[config.mk]
export PLATFORM = sky130hd
export DESIGN_NAME = l0_west_feeder
export DESIGN_NICKNAME = d
export VERILOG_FILES = /design/src/rtl/l0_west_feeder.sv
export SDC_FILE = /design/constraint.sdc
export NUM_CORES = 1
export LEC_CHECK = 0
export BUFFER_PORTS_ARGS = -buffer_cell sky130_fd_sc_hd__buf_2
export CAP_MARGIN = 15
export CORE_ASPECT_RATIO = 1.4
export CORE_MARGIN = 2
export CORE_UTILIZATION = 58
export CTS_BUF_LIST = sky130_fd_sc_hd__clkbuf_8
export DETAILED_ROUTE_END_ITERATION = 7
export PLACE_DENSITY = 0.78
export SLEW_MARGIN = 20
export SYNTH_ARGS = -nofsm -noshare
export SYNTH_HDL_FRONTEND = slang
export SYNTH_SLANG_ARGS = --single-unit
[constraint.sdc]
create_clock -name clk -period 3.6 [get_ports clk]
set_input_delay 0.18 -clock clk [delete_from_list [all_inputs] [get_ports clk]]
set_output_delay 0.18 -clock clk [all_outputs]
set_load 0.01 [all_outputs]
[src/rtl/l0_west_feeder.sv]
// l0_west_feeder
// Buffers L0 activation/kernel vectors in a FIFO and issues one command at a
// time (kernel load or execute) onto the west edge of the MAC array. Each
// issued vector is row-skewed: row r sees it r cycles after row 0.
// Optional build macro: FEEDER_ZERO_PAD_EN. When defined, an empty FIFO during
// issue produces a zero vector that counts toward the length, and the sticky
// underrun_flag output is added. When undefined, an empty FIFO stalls the
// command with bubbles.
// Handshake: a vector transfers on a rising edge where in_valid && in_ready.
// in_ready never depends on in_valid. It is also high when the FIFO is full
// but a pop happens in the same cycle.
// dbg_state exposes the command FSM state (0 idle, 1 issue, 2 drain).

module l0_west_feeder #(
  parameter int bw    = 4,
  parameter int row   = 8,
  parameter int depth = 16,
  parameter int len_w = 8
) (
  input  logic                clk,
  input  logic                reset,
  input  logic [row*bw-1:0]   in_data,
  input  logic                in_valid,
  output logic                in_ready,
  input  logic                cmd_start,
  input  logic                cmd_mode,
  input  logic [len_w-1:0]    cmd_len,
  output logic                busy,
  output logic                done,
  output logic [row*bw-1:0]   out_w,
  output logic [row*2-1:0]    inst_out,
`ifdef FEEDER_ZERO_PAD_EN
  output logic                underrun_flag,
`endif
  output logic [1:0]          dbg_state
);

  localparam int aw = $clog2(depth);
  localparam int dw = (row > 1) ? $clog2(row) : 1;
  localparam logic [aw:0]    full_cnt   = (aw+1)'(depth);
  localparam logic [aw:0]    cnt_one    = (aw+1)'(1);
  localparam logic [dw-1:0]  last_drain = dw'(row - 1);

  localparam logic [1:0] ST_IDLE  = 2'd0;
  localparam logic [1:0] ST_ISSUE = 2'd1;
  localparam logic [1:0] ST_DRAIN = 2'd2;

  // FIFO storage and pointers
  logic [row*bw-1:0] r_mem [depth];
  logic [aw-1:0]     r_wr_ptr;
  logic [aw-1:0]     r_rd_ptr;
  logic [aw:0]       r_count;

  // Command state
  logic [1:0]        r_state;
  logic              r_mode;
  logic [len_w-1:0]  r_remaining;
  logic [dw-1:0]     r_drain_cnt;

  logic              w_full;
  logic              w_empty;
  logic              w_pop;
  logic              w_push;
  logic              w_issue;
  logic              w_last_issue;
  logic [row*bw-1:0] w_head;
  logic [row*bw-1:0] w_issue_data;
  logic [row*bw-1:0] w_row0_data;
  logic [1:0]        w_row0_inst;

  assign w_full   = (r_count == full_cnt);
  assign w_empty  = (r_count == '0);
  assign w_head   = r_mem[r_rd_ptr];
  assign w_pop    = (r_state == ST_ISSUE) && !w_empty;
  assign in_ready = !reset && (!w_full || w_pop);
  assign w_push   = in_valid && in_ready;

`ifdef FEEDER_ZERO_PAD_EN
  // Every issue cycle emits a vector; an empty FIFO supplies zeros.
  assign w_issue      = (r_state == ST_ISSUE);
  assign w_issue_data = w_empty ? '0 : w_head;
`else
  // Only real FIFO vectors are issued; an empty FIFO yields a bubble.
  assign w_issue      = w_pop;
  assign w_issue_data = w_head;
`endif

  assign w_last_issue = w_issue && (r_remaining == len_w'(1));
  assign w_row0_data  = w_issue ? w_issue_data : '0;
  assign w_row0_inst  = w_issue ? (r_mode ? 2'b10 : 2'b01) : 2'b00;

  assign busy      = (r_state != ST_IDLE);
  assign done      = !reset && (r_state == ST_DRAIN) && (r_drain_cnt == last_drain);
  assign dbg_state = r_state;

  // FIFO pointer and occupancy bookkeeping
  always_ff @(posedge clk) begin
    if (reset) begin
      r_wr_ptr <= '0;
      r_rd_ptr <= '0;
      r_count  <= '0;
    end else begin
      if (w_push) r_wr_ptr <= r_wr_ptr + aw'(1);
      if (w_pop)  r_rd_ptr <= r_rd_ptr + aw'(1);
      case ({w_push, w_pop})
        2'b10:   r_count <= r_count + cnt_one;
        2'b01:   r_count <= r_count - cnt_one;
        default: r_count <= r_count;
      endcase
    end
  end

  // FIFO storage write; contents need no reset because the pointers gate reads
  always_ff @(posedge clk) begin
    if (w_push) r_mem[r_wr_ptr] <= in_data;
  end

  // Command FSM: idle -> issue (len vectors) -> drain (row cycles) -> idle
  always_ff @(posedge clk) begin
    if (reset) begin
      r_state     <= ST_IDLE;
      r_mode      <= 1'b0;
      r_remaining <= '0;
      r_drain_cnt <= '0;
    end else begin
      case (r_state)
        ST_IDLE: begin
          if (cmd_start) begin
            r_mode      <= cmd_mode;
            r_remaining <= cmd_len;
            r_drain_cnt <= '0;
            r_state     <= (cmd_len == '0) ? ST_DRAIN : ST_ISSUE;
          end
        end
        ST_ISSUE: begin
          if (w_issue) r_remaining <= r_remaining - len_w'(1);
          if (w_last_issue) begin
            r_state     <= ST_DRAIN;
            r_drain_cnt <= '0;
          end
        end
        ST_DRAIN: begin
          if (r_drain_cnt == last_drain) r_state <= ST_IDLE;
          else r_drain_cnt <= r_drain_cnt + dw'(1);
        end
        default: r_state <= ST_IDLE;
      endcase
    end
  end

`ifdef FEEDER_ZERO_PAD_EN
  logic r_underrun;

  // Sticky underrun indicator, rearmed by each accepted command
  always_ff @(posedge clk) begin
    if (reset) r_underrun <= 1'b0;
    else if ((r_state == ST_IDLE) && cmd_start) r_underrun <= 1'b0;
    else if ((r_state == ST_ISSUE) && w_empty) r_underrun <= 1'b1;
  end

  assign underrun_flag = r_underrun;
`endif

  // Per-row skew lines: row g carries {inst, element} through g+1 stages
  for (genvar g = 0; g < row; g++) begin : g_row
    logic [bw+1:0] r_line [0:g];

    // Shift this row's element and inst code one stage per cycle
    always_ff @(posedge clk) begin
      if (reset) begin
        for (int k = 0; k <= g; k++) r_line[k] <= '0;
      end else begin
        r_line[0] <= {w_row0_inst, w_row0_data[g*bw +: bw]};
        for (int k = 1; k <= g; k++) r_line[k] <= r_line[k-1];
      end
    end

    assign out_w[g*bw +: bw]   = r_line[g][bw-1:0];
    assign inst_out[2*g +: 2]  = r_line[g][bw+1:bw];
  end

endmodule

==> results of run 1 <==
flip-flops by register name, summed over array words and instances, names as in the netlist, named ones only:
register / flops
dbg_state: 2
g_row.r_line: 160
r_count: 5
r_drain_cnt: 3
r_mem: 512
r_mode: 1
r_rd_ptr: 4
r_remaining: 8
r_wr_ptr: 4
cell type report:
class	instances	area share [%]
well taps	558	2.38
repair buffers	169	4.22
inverters	14	0.197
clock inverters	65	1.47
diodes	1	0.00854
clock buffers	123	5.78
flip-flops and latches	703	65.6
multi-input cells	558	20.4
worst max-delay path, cell delays in order, from the launching register on:
cell	delay, ns
dfxtp_1	0.49
and2b_1	0.54
o311a_4	0.30
clkinv_4	0.08
ha_1	0.33
ha_1	0.27
or3b_2	0.48
o221ai_1	0.25
mux2i_1	0.25
o211ai_1	0.10
cell usage in the layout (no fill, tap or decap), types with 19 or more instances in the layout:
master	Yosys	routed
a21oi_1	19	19
clkbuf_8	0	123
inv_1	13	44
nand2_1	53	53
o21ai_0	38	38
edfxtp_1	512	512
mux2i_1	35	35
mux4_2	128	128
dlygate4sd3_1	0	46
dfxtp_1	191	188
buf_4	36	19
buf_2	19	96
mux2_2	32	32
nor2b_1	127	127
power breakdown:
part / total, uW / internal, uW / switching [uW]
clock: 6350 / 3470 / 2880
sequential: 9000 / 8840 / 156
combinational: 1160 / 518 / 646
kinds of logic (layout without fill, tap and decap cells):
group	Yosys count	in the layout
other	0	1
buffers and inverters	120	371
muxes	195	195
and+or+nand+nor	248	248
DFF	703	703
AOI/OAI and AO/OA	95	95
xor gates and xnor gates	7	7
adders and majority gates	13	13
metrics by stage:
step | setup slack, ns | cells | total power [uW] | hold WS (ns) | area [um2]
2_1_floorplan | 0.590 | 1381 | 9950 | 0.279 | 25700
3_3_place_gp | 0.556 | 1956 | 10200 | 0.416 | 26700
3_5_place_dp | 0.488 | 1956 | 10300 | 0.420 | 26700
4_1_cts | 0.465 | 2190 | 16600 | 0.357 | 29300
5_1_grt | 0.243 | 2191 | 17100 | 0.396 | 29300
6_report | 0.383 | 2191 | 16500 | 0.410 | 29300
worst min-delay path by stage:
stage | from | endpoint | cells after the start
after floorplan | in_data[0] | r_mem[0][0] | 0
final | cmd_start | dbg_state[0] | 4
after global routing | cmd_start | dbg_state[0] | 4
after detailed placement | g_row[7].r_line[0][37] | g_row[7].r_line[0][43] | 1
after CTS | cmd_start | dbg_state[0] | 4
after global placement | g_row[4].r_line[0][0] | g_row[4].r_line[0][6] | 1
metal layers:
metal,part of all wire [%],GRT usage (%),vias to the layer above
met4,2.2,8.18,2
li1,-,-,5615
met3,5.2,3.71,81
met5,0.027,0,-
met1,40,26.6,6494
met2,52,37.3,380
==> impl_metrics.ini, run 1 <==
[timing]
tightest_slew_ns = 0.937
post-route-min-period_ns = 3.22
fin_crit_sh_pct = 89.4
skew_ns = 0.0308
fin_setup_tns_ns = 0
clock.fmax_mhz = 311
rsz0062_at_grt = false
hold_viol = 0
setup_viol = 0
relSlewSlack_pct = 37.5
drv_slew = 0

[power_and_ir_drop]
p_leak_uw = 0.00982
p_per_area_mw_per_mm2 = 564
ir_drop_uv = 339

[synthesis]
yosys.area.top_type = edfxtp_1
yosysTopAreaCellShare_pct = 59.9
netlist_area_mm2 = 0.0257
yosysUniqueCellTypes = 60
synth-async-reset-ratio_pct = 0
synth_top_family_by_area = multiplexers
avgSynthCellArea_um2 = 18.6
post-synth-top-count-cell = edfxtp_1
ys_ff_latch = 703
synth-simple-area-share_pct = 5.41
synth-edff-count = 512
synth_mux_area_share_pct = 14.0
yosysWarnings = 0
syn_nets = 1439
synth_adder_area_share_pct = 0.634
synth_common_cells = 512 x edfxtp_1, 191 x dfxtp_1, 128 x mux4_2
seq_area_frac_synth_pct = 74.8
synthTopCellsByArea = edfxtp_1 60%, dfxtp_1 15%, mux4_2 11%
synth_ff_type = edfxtp_1
syn_inst = 1381
synth_compound_area_share_pct = 2.42
synth_xor_area_share_pct = 0.239

[detailed_routing]
wirelength_mm = 47.8
final_antenna_net_count = 0
viasPerCell = 5.74
routedWlPerCell_um = 21.8
firstDrtPassIters = 5
vias = 12600
post-route-drc-count = 0
drtIter0Drc = 952

[setup_path]
path_max_fanout = 13
reg2regPathDepth = 9
crit_start = dbg_state[0]
criticalPathCategory = reg -> reg
worst_r2r_startpoint = dbg_state[0]
start_kind = flop
critPathCapture = r_count[4]
arrival_ns = 3.76
worst_setup_path_end_kind = flop
worstReg2RegEnd = r_count[4]
critPathRequiredTime_ns = 4.14
reg2reg_slack_ns = 0.38

[placement]
gp_congestion = 0.791
portBuffers = 97
dp_hpwl_mm = 24.9

[layout]
seq_area_mm2 = 0.0192
multi_input_area_mm2 = 0.00596
fill_cells = 2798
drive_above_1_share_pct = 28.6
nets = 1603
fin_util_pct = 66.8
layout-area-overhead-vs-synth_pct = 14.1

[cts]
cts_tree = yes
post_cts_resized = 0
clockBufferDepth = 3
postCtsSetupBuffers = 0
clock_sinks = 703
clockRootBuffer = clkbuf_8
clkTransAtPathRegs_ns = 0.06
clkLatencyLatePin_ns = 0.68
cts_hold_buffers = 46
htreeDepth = 3
cts_buffers = 99

[global_route]
grt_pass1_wl_mm = 73.3
grt_pass1_vias = 13100
antenna_found_initial = 2
grt_use_total_pct = 21.3
grt_max_degree = 83
grt_overflow = 0

[run]
cap_violations = 0

[floorplanning]
ioPinCount = 98
num_rows = 91
die_h_um = 253
dieArea_mm2 = 0.0460
chipWidth_um = 182
core_area_mm2 = 0.0438
start_util_pct = 58.6

[min_path]
hold_class = in -> reg

[run_status]
run_status = complete, no violations
Power figures use the tool's default switching activity.
==> run 2, diff against run 1 <==
--- a/config.mk
+++ b/config.mk
@@ -5,13 +5,13 @@
 export SDC_FILE = /design/constraint.sdc
 export NUM_CORES = 1
 export LEC_CHECK = 0
-export BUFFER_PORTS_ARGS = -buffer_cell sky130_fd_sc_hd__buf_2
 export CAP_MARGIN = 15
 export CORE_ASPECT_RATIO = 1.4
 export CORE_MARGIN = 2
-export CORE_UTILIZATION = 58
+export CORE_UTILIZATION = 59
 export CTS_BUF_LIST = sky130_fd_sc_hd__clkbuf_8
 export DETAILED_ROUTE_END_ITERATION = 7
+export DONT_BUFFER_PORTS = 1
 export PLACE_DENSITY = 0.78
 export SLEW_MARGIN = 20
 export SYNTH_ARGS = -nofsm -noshare
==> run 2 against run 1 <==
Effect of this change:
- count of clock-buffer cells in the layout is 6 lower
- maximum frequency rose by 1.6%
- non-clock buffer count down 93
- clock skew is 0.0083 ns lower
- sequential power about the same
- via count down 2.0%
- die area shrank 1.7%
==> impl_metrics.ini, run 2 (same netlist as run 1, synthesis figures left out) <==
[timing]
hold_viol = 0
tightest_slew_ns = 0.740
fin_setup_tns_ns = 0
setup_slack_ns = 0.436
rsz0062_at_grt = false
relSlewSlack_pct = 50.5
drv_slew = 0
clock.fmax_mhz = 316
setup_viol = 0
fin_crit_sh_pct = 87.9
post-route-min-period_ns = 3.16
skew_ns = 0.0224

[layout]
fill_cells = 2717
largest_reg_flops = 512
drive_above_1_share_pct = 23.8
mostFrequentLayoutCells = 512 x edfxtp_1, 188 x dfxtp_1, 128 x mux4_2
top_register = r_mem
seq_area_mm2 = 0.0192
layout_commonest_cell = edfxtp_1
largestRegisters = r_mem: 512 flops, g_row.r_line: 160 flops, r_remaining: 8 flops
multi_input_area_mm2 = 0.00596
layout-area-overhead-vs-synth_pct = 11.8
nets = 1508

[floorplanning]
core_area_mm2 = 0.0430
dieArea_mm2 = 0.0452
chipWidth_um = 180
num_rows = 90
die_h_um = 251
start_util_pct = 59.7
ioPinCount = 98

[power_and_ir_drop]
ir_drop_uv = 322
p_leak_uw = 0.00931
p_per_area_mw_per_mm2 = 568

[global_route]
use_met2_pct = 37.0
grt_use_met1_pct = 28.0
grt_pass1_vias = 12800
grt_pass1_wl_mm = 74.3
grt_overflow = 0
grt_use_total_pct = 21.6
antenna_found_initial = 3
gr-usage-met3_pct = 4.35
busiest_layer = met2
grt_max_degree = 162

[run_status]
run_status = complete, no violations

[setup_path]
worstReg2RegEnd = r_count[4]
worst_setup_path_end_kind = flop
start_kind = flop
critPathRequiredTime_ns = 4.14
criticalPathCategory = reg -> reg
reg2reg_slack_ns = 0.44
worst_r2r_startpoint = r_count[1]
reg2regPathDepth = 10
path_max_fanout = 11
arrival_ns = 3.70

[placement]
gp_congestion = 0.833
dp_hpwl_mm = 25.8
place_ws_ns = 0.466
portBuffers = 0

[detailed_routing]
final_antenna_net_count = 0
wirelength_mm = 48.3
drtIter0Drc = 967
post-route-drc-count = 0
viasPerCell = 5.90
routedWlPerCell_um = 23.1
vias = 12300
firstDrtPassIters = 5

[cts]
cts_tree = yes
clkTransAtPathRegs_ns = 0.07
clock_sinks = 703
postCtsSetupBuffers = 0
cts_buffers = 97
clockBufferDepth = 3
htreeDepth = 3
clkLatencyLatePin_ns = 0.66
clockRootBuffer = clkbuf_8

[min_path]
hp-start = in_valid
hold_end = r_wr_ptr[2]
whs_path_depth = 4
hold_class = in -> reg

[run]
cap_violations = 0
run 2: metal layers:
layer,wire [um],part of all wire [%],up-vias
met1,19200,40,6345
met2,24900,51,453
met5,0,0,-
met4,1090,2.2,0
met3,3150,6.5,84
li1,-,-,5436
run 2: through the flow:
stage | cell area [um2] | instances | total power, uW | hold WS, ns | util, %
CTS | 28700 | 2086 | 16400 | 0.00508 | 66.7
detailed placement | 26200 | 1856 | 10200 | 0.269 | 60.9
global route | 28700 | 2089 | 16900 | 0.0421 | 66.7
floorplan | 25700 | 1381 | 9950 | 0.279 | -
finish | 28700 | 2089 | 16300 | 0.0659 | 66.7
global placement | 26200 | 1856 | 10100 | 0.268 | 60.9
run 2: worst max-delay path, stage by stage (launching register included):
cell	delay, ns
dfxtp_1	0.39
or4_4	0.64
o311a_4	0.44
clkinv_4	0.07
ha_1	0.37
xor2_1	0.21
ha_1	0.23
a21oi_1	0.09
o221ai_1	0.28
mux2i_1	0.24
o211ai_1	0.10
run 2: how the worst max path moves through the flow:
stage                from          to  slack (ns)  cells after the start
4_1_cts        r_count[1]  r_count[4]        0.46                     10
2_1_floorplan  r_count[1]  r_count[4]        0.59                     13
3_3_place_gp   r_count[1]  r_count[4]        0.54                      9
6_report       r_count[1]  r_count[4]        0.44                     10
3_5_place_dp   r_count[1]  r_count[4]        0.47                     10
5_1_grt        r_count[1]  r_count[4]        0.23                     10
run 2: cell type report:
cell class              instances  area share [%]
flip-flops and latches        703            66.9
multi-input cells             558            20.8
clock buffers                 117            5.61
repair buffers                 76            2.63
well taps                     552            2.41
clock inverters                66            1.43
inverters                      14           0.201
diodes                          3          0.0262
run 2: where the power goes:
| group | total (uW) | internal [uW] | switching, uW |
|---|---|---|---|
| sequential | 9030 | 8850 | 180 |
| clock | 6160 | 3310 | 2850 |
| combinational | 1110 | 492 | 614 |
run 2: what timing repair did:
action / in CTS / in global routing
endpoints found under the hold margin: 671 / 0
hold buffers: 47 / 0
gates resized for setup: 0 / 0
==> run 3, diff against run 2 <==
--- a/config.mk
+++ b/config.mk
@@ -7,12 +7,12 @@
 export LEC_CHECK = 0
 export CAP_MARGIN = 15
 export CORE_ASPECT_RATIO = 1.4
-export CORE_MARGIN = 2
 export CORE_UTILIZATION = 59
 export CTS_BUF_LIST = sky130_fd_sc_hd__clkbuf_8
 export DETAILED_ROUTE_END_ITERATION = 7
 export DONT_BUFFER_PORTS = 1
 export PLACE_DENSITY = 0.78
+export RECOVER_POWER = 50
 export SLEW_MARGIN = 20
 export SYNTH_ARGS = -nofsm -noshare
 export SYNTH_HDL_FRONTEND = slang
==> run 3 against run 2 <==
Effect of this change:
- sequential share of layout area about the same
- count of clock-buffer cells in the layout up 1
- core utilization is essentially flat
- maximum frequency decreased by 2.1%
- total power down 0.16%
==> impl_metrics.ini, run 3 (same netlist as run 1, synthesis figures left out) <==
[run_status]
run_status = complete, no violations

[timing]
post-route-min-period_ns = 3.23
rsz0062_at_grt = false
relSlewSlack_pct = 47.2
hold_viol = 0
skew_ns = 0.0232
drv_slew = 0
fin_crit_sh_pct = 89.8
holdWs_ns = 0.0422
clock.fmax_mhz = 309
fin_setup_tns_ns = 0
setup_viol = 0
tightest_slew_ns = 0.789

[global_route]
grt_pass1_wl_mm = 73.1
use_met2_pct = 37.2
grt_use_met1_pct = 28.7
antenna_found_initial = 2
grt_overflow = 0
busiest_layer = met2
grt_pass1_vias = 12700
gr-usage-met3_pct = 4.41
grt_max_degree = 162
grt_use_total_pct = 22.3

[power_and_ir_drop]
p_per_area_mw_per_mm2 = 566
p_clk_share_pct = 37.7
total_power_uw = 16300
p_sw_uw = 3650
p_leak_uw = 0.00934
combPwrFrac_pct = 6.8
p_int_uw = 12600
ir_drop_uv = 306
switching_share_pct = 22.4
p_seq_share_pct = 55.5

[run]
cap_violations = 0

[setup_path]
path_max_fanout = 13
critPathRequiredTime_ns = 4.14
arrival_ns = 3.78
worstReg2RegEnd = r_count[4]
worst_setup_path_end_kind = flop
worst_r2r_startpoint = dbg_state[0]
criticalPathCategory = reg -> reg
path_cells = and2b_1, o311a_4, clkinv_4, ha_1, ha_1, or3b_2, o221ai_1, mux2i_1, o211ai_1
reg2regPathDepth = 9
path_common_cell = ha_1
start_kind = flop
max_stage_delay_ns = 0.55
reg2reg_slack_ns = 0.37
slowest_stage = and2b_1

[detailed_routing]
final_antenna_net_count = 0
drtIter0Drc = 1012
wirelength_mm = 48.5
routedWlPerCell_um = 23.2
vias = 12300
post-route-drc-count = 0
firstDrtPassIters = 7
viasPerCell = 5.89

[min_path]
hold_class = in -> reg
whs_path_depth = 2
hold_end = r_count[0]
hp-start = reset

[layout]
nets = 1510
layout-area-overhead-vs-synth_pct = 11.9
fin_util_pct = 66.8
final_cells = 2092
largestRegisters = r_mem: 512 flops, g_row.r_line: 160 flops, r_remaining: 8 flops
largest_reg_flops = 512
layout_commonest_cell = edfxtp_1
top_register = r_mem
mostFrequentLayoutCells = 512 x edfxtp_1, 188 x dfxtp_1, 128 x mux4_2
drive_above_1_share_pct = 23.8

[floorplanning]
ioPinCount = 98
die_h_um = 249
chipWidth_um = 178
dieArea_mm2 = 0.0444
num_rows = 90
core_area_mm2 = 0.0430
start_util_pct = 59.7

[placement]
portBuffers = 0
gp_congestion = 0.831
dp_cells = 1857
dp_hpwl_mm = 25.8

[cts]
clockRootBuffer = clkbuf_8
cts_tree = yes
cts_buffers = 99
clockBufferDepth = 3
clock_sinks = 703
htreeDepth = 3
clkTransAtPathRegs_ns = 0.07
clkLatencyLatePin_ns = 0.67
[run 3: per-layer routing]
layer	share of wire, %	routed length, um
met5	0	0
met4	2.7	1330
met3	6.7	3260
met2	51	24900
met1	39	19000
[run 3: per-stage QoR]
| step | instance area, um2 | setup slack [ns] |
|---|---|---|
| finish | 28700 | 0.366 |
| global route | 28700 | 0.145 |
| CTS | 28700 | 0.364 |
| detailed placement | 26200 | 0.390 |
| global placement | 26200 | 0.460 |
| floorplan | 25700 | 0.590 |
[run 3: timing repair]
| action | CTS | global route |
|---|---|---|
| resized for setup | 0 | 0 |
| hold endpoints to repair | 673 | 0 |
| setup buffers | 0 | 0 |
| hold buffers | 46 | 0 |
| setup endpoints to repair | 0 | 0 |
[run 3: power groups by stage]
stage                     combinational, uW  sequential, uW  clock (uW)
after global routing                   1200            9050        6620
after global placement                  924            9190           0
after detailed placement                950            9200           0
final                                  1100            9030        6140
after CTS                              1110            9030        6260
after floorplan                         878            9070           0
[run 3: final cells by class]
class,count,area [um2]
Multi-Input combinational cell,558,5960
Sequential cell,703,19200
Fill cell,2775,14300
Timing Repair Buffer,76,766
Antenna cell,3,7.51
Tap cell,552,691
Inverter,14,57.6
Clock inverter,68,400
Clock buffer,118,1620
[run 3: worst max-delay path by stage]
stage                 start     endpoint  slack [ns]  cells after the start
2_1_floorplan    r_count[1]   r_count[4]        0.59                     13
3_3_place_gp   dbg_state[0]   r_count[4]        0.46                      9
3_5_place_dp   dbg_state[0]   r_count[4]        0.39                      9
4_1_cts        dbg_state[0]  r_mem[2][8]        0.36                      5
5_1_grt        dbg_state[0]   r_count[4]        0.14                      9
6_report       dbg_state[0]   r_count[4]        0.37                      9
[run 3: worst max-delay path, delay by kind of cell (launching register included)]
kind	cells	cell delay (ns)
AND/OR/NAND/NOR	2	1.03
AO/OA/AOI/OAI	3	0.64
adder cells (fa/ha/maj)	2	0.59
flip-flops	1	0.54
multiplexers	1	0.23
buffers and inverters	1	0.08
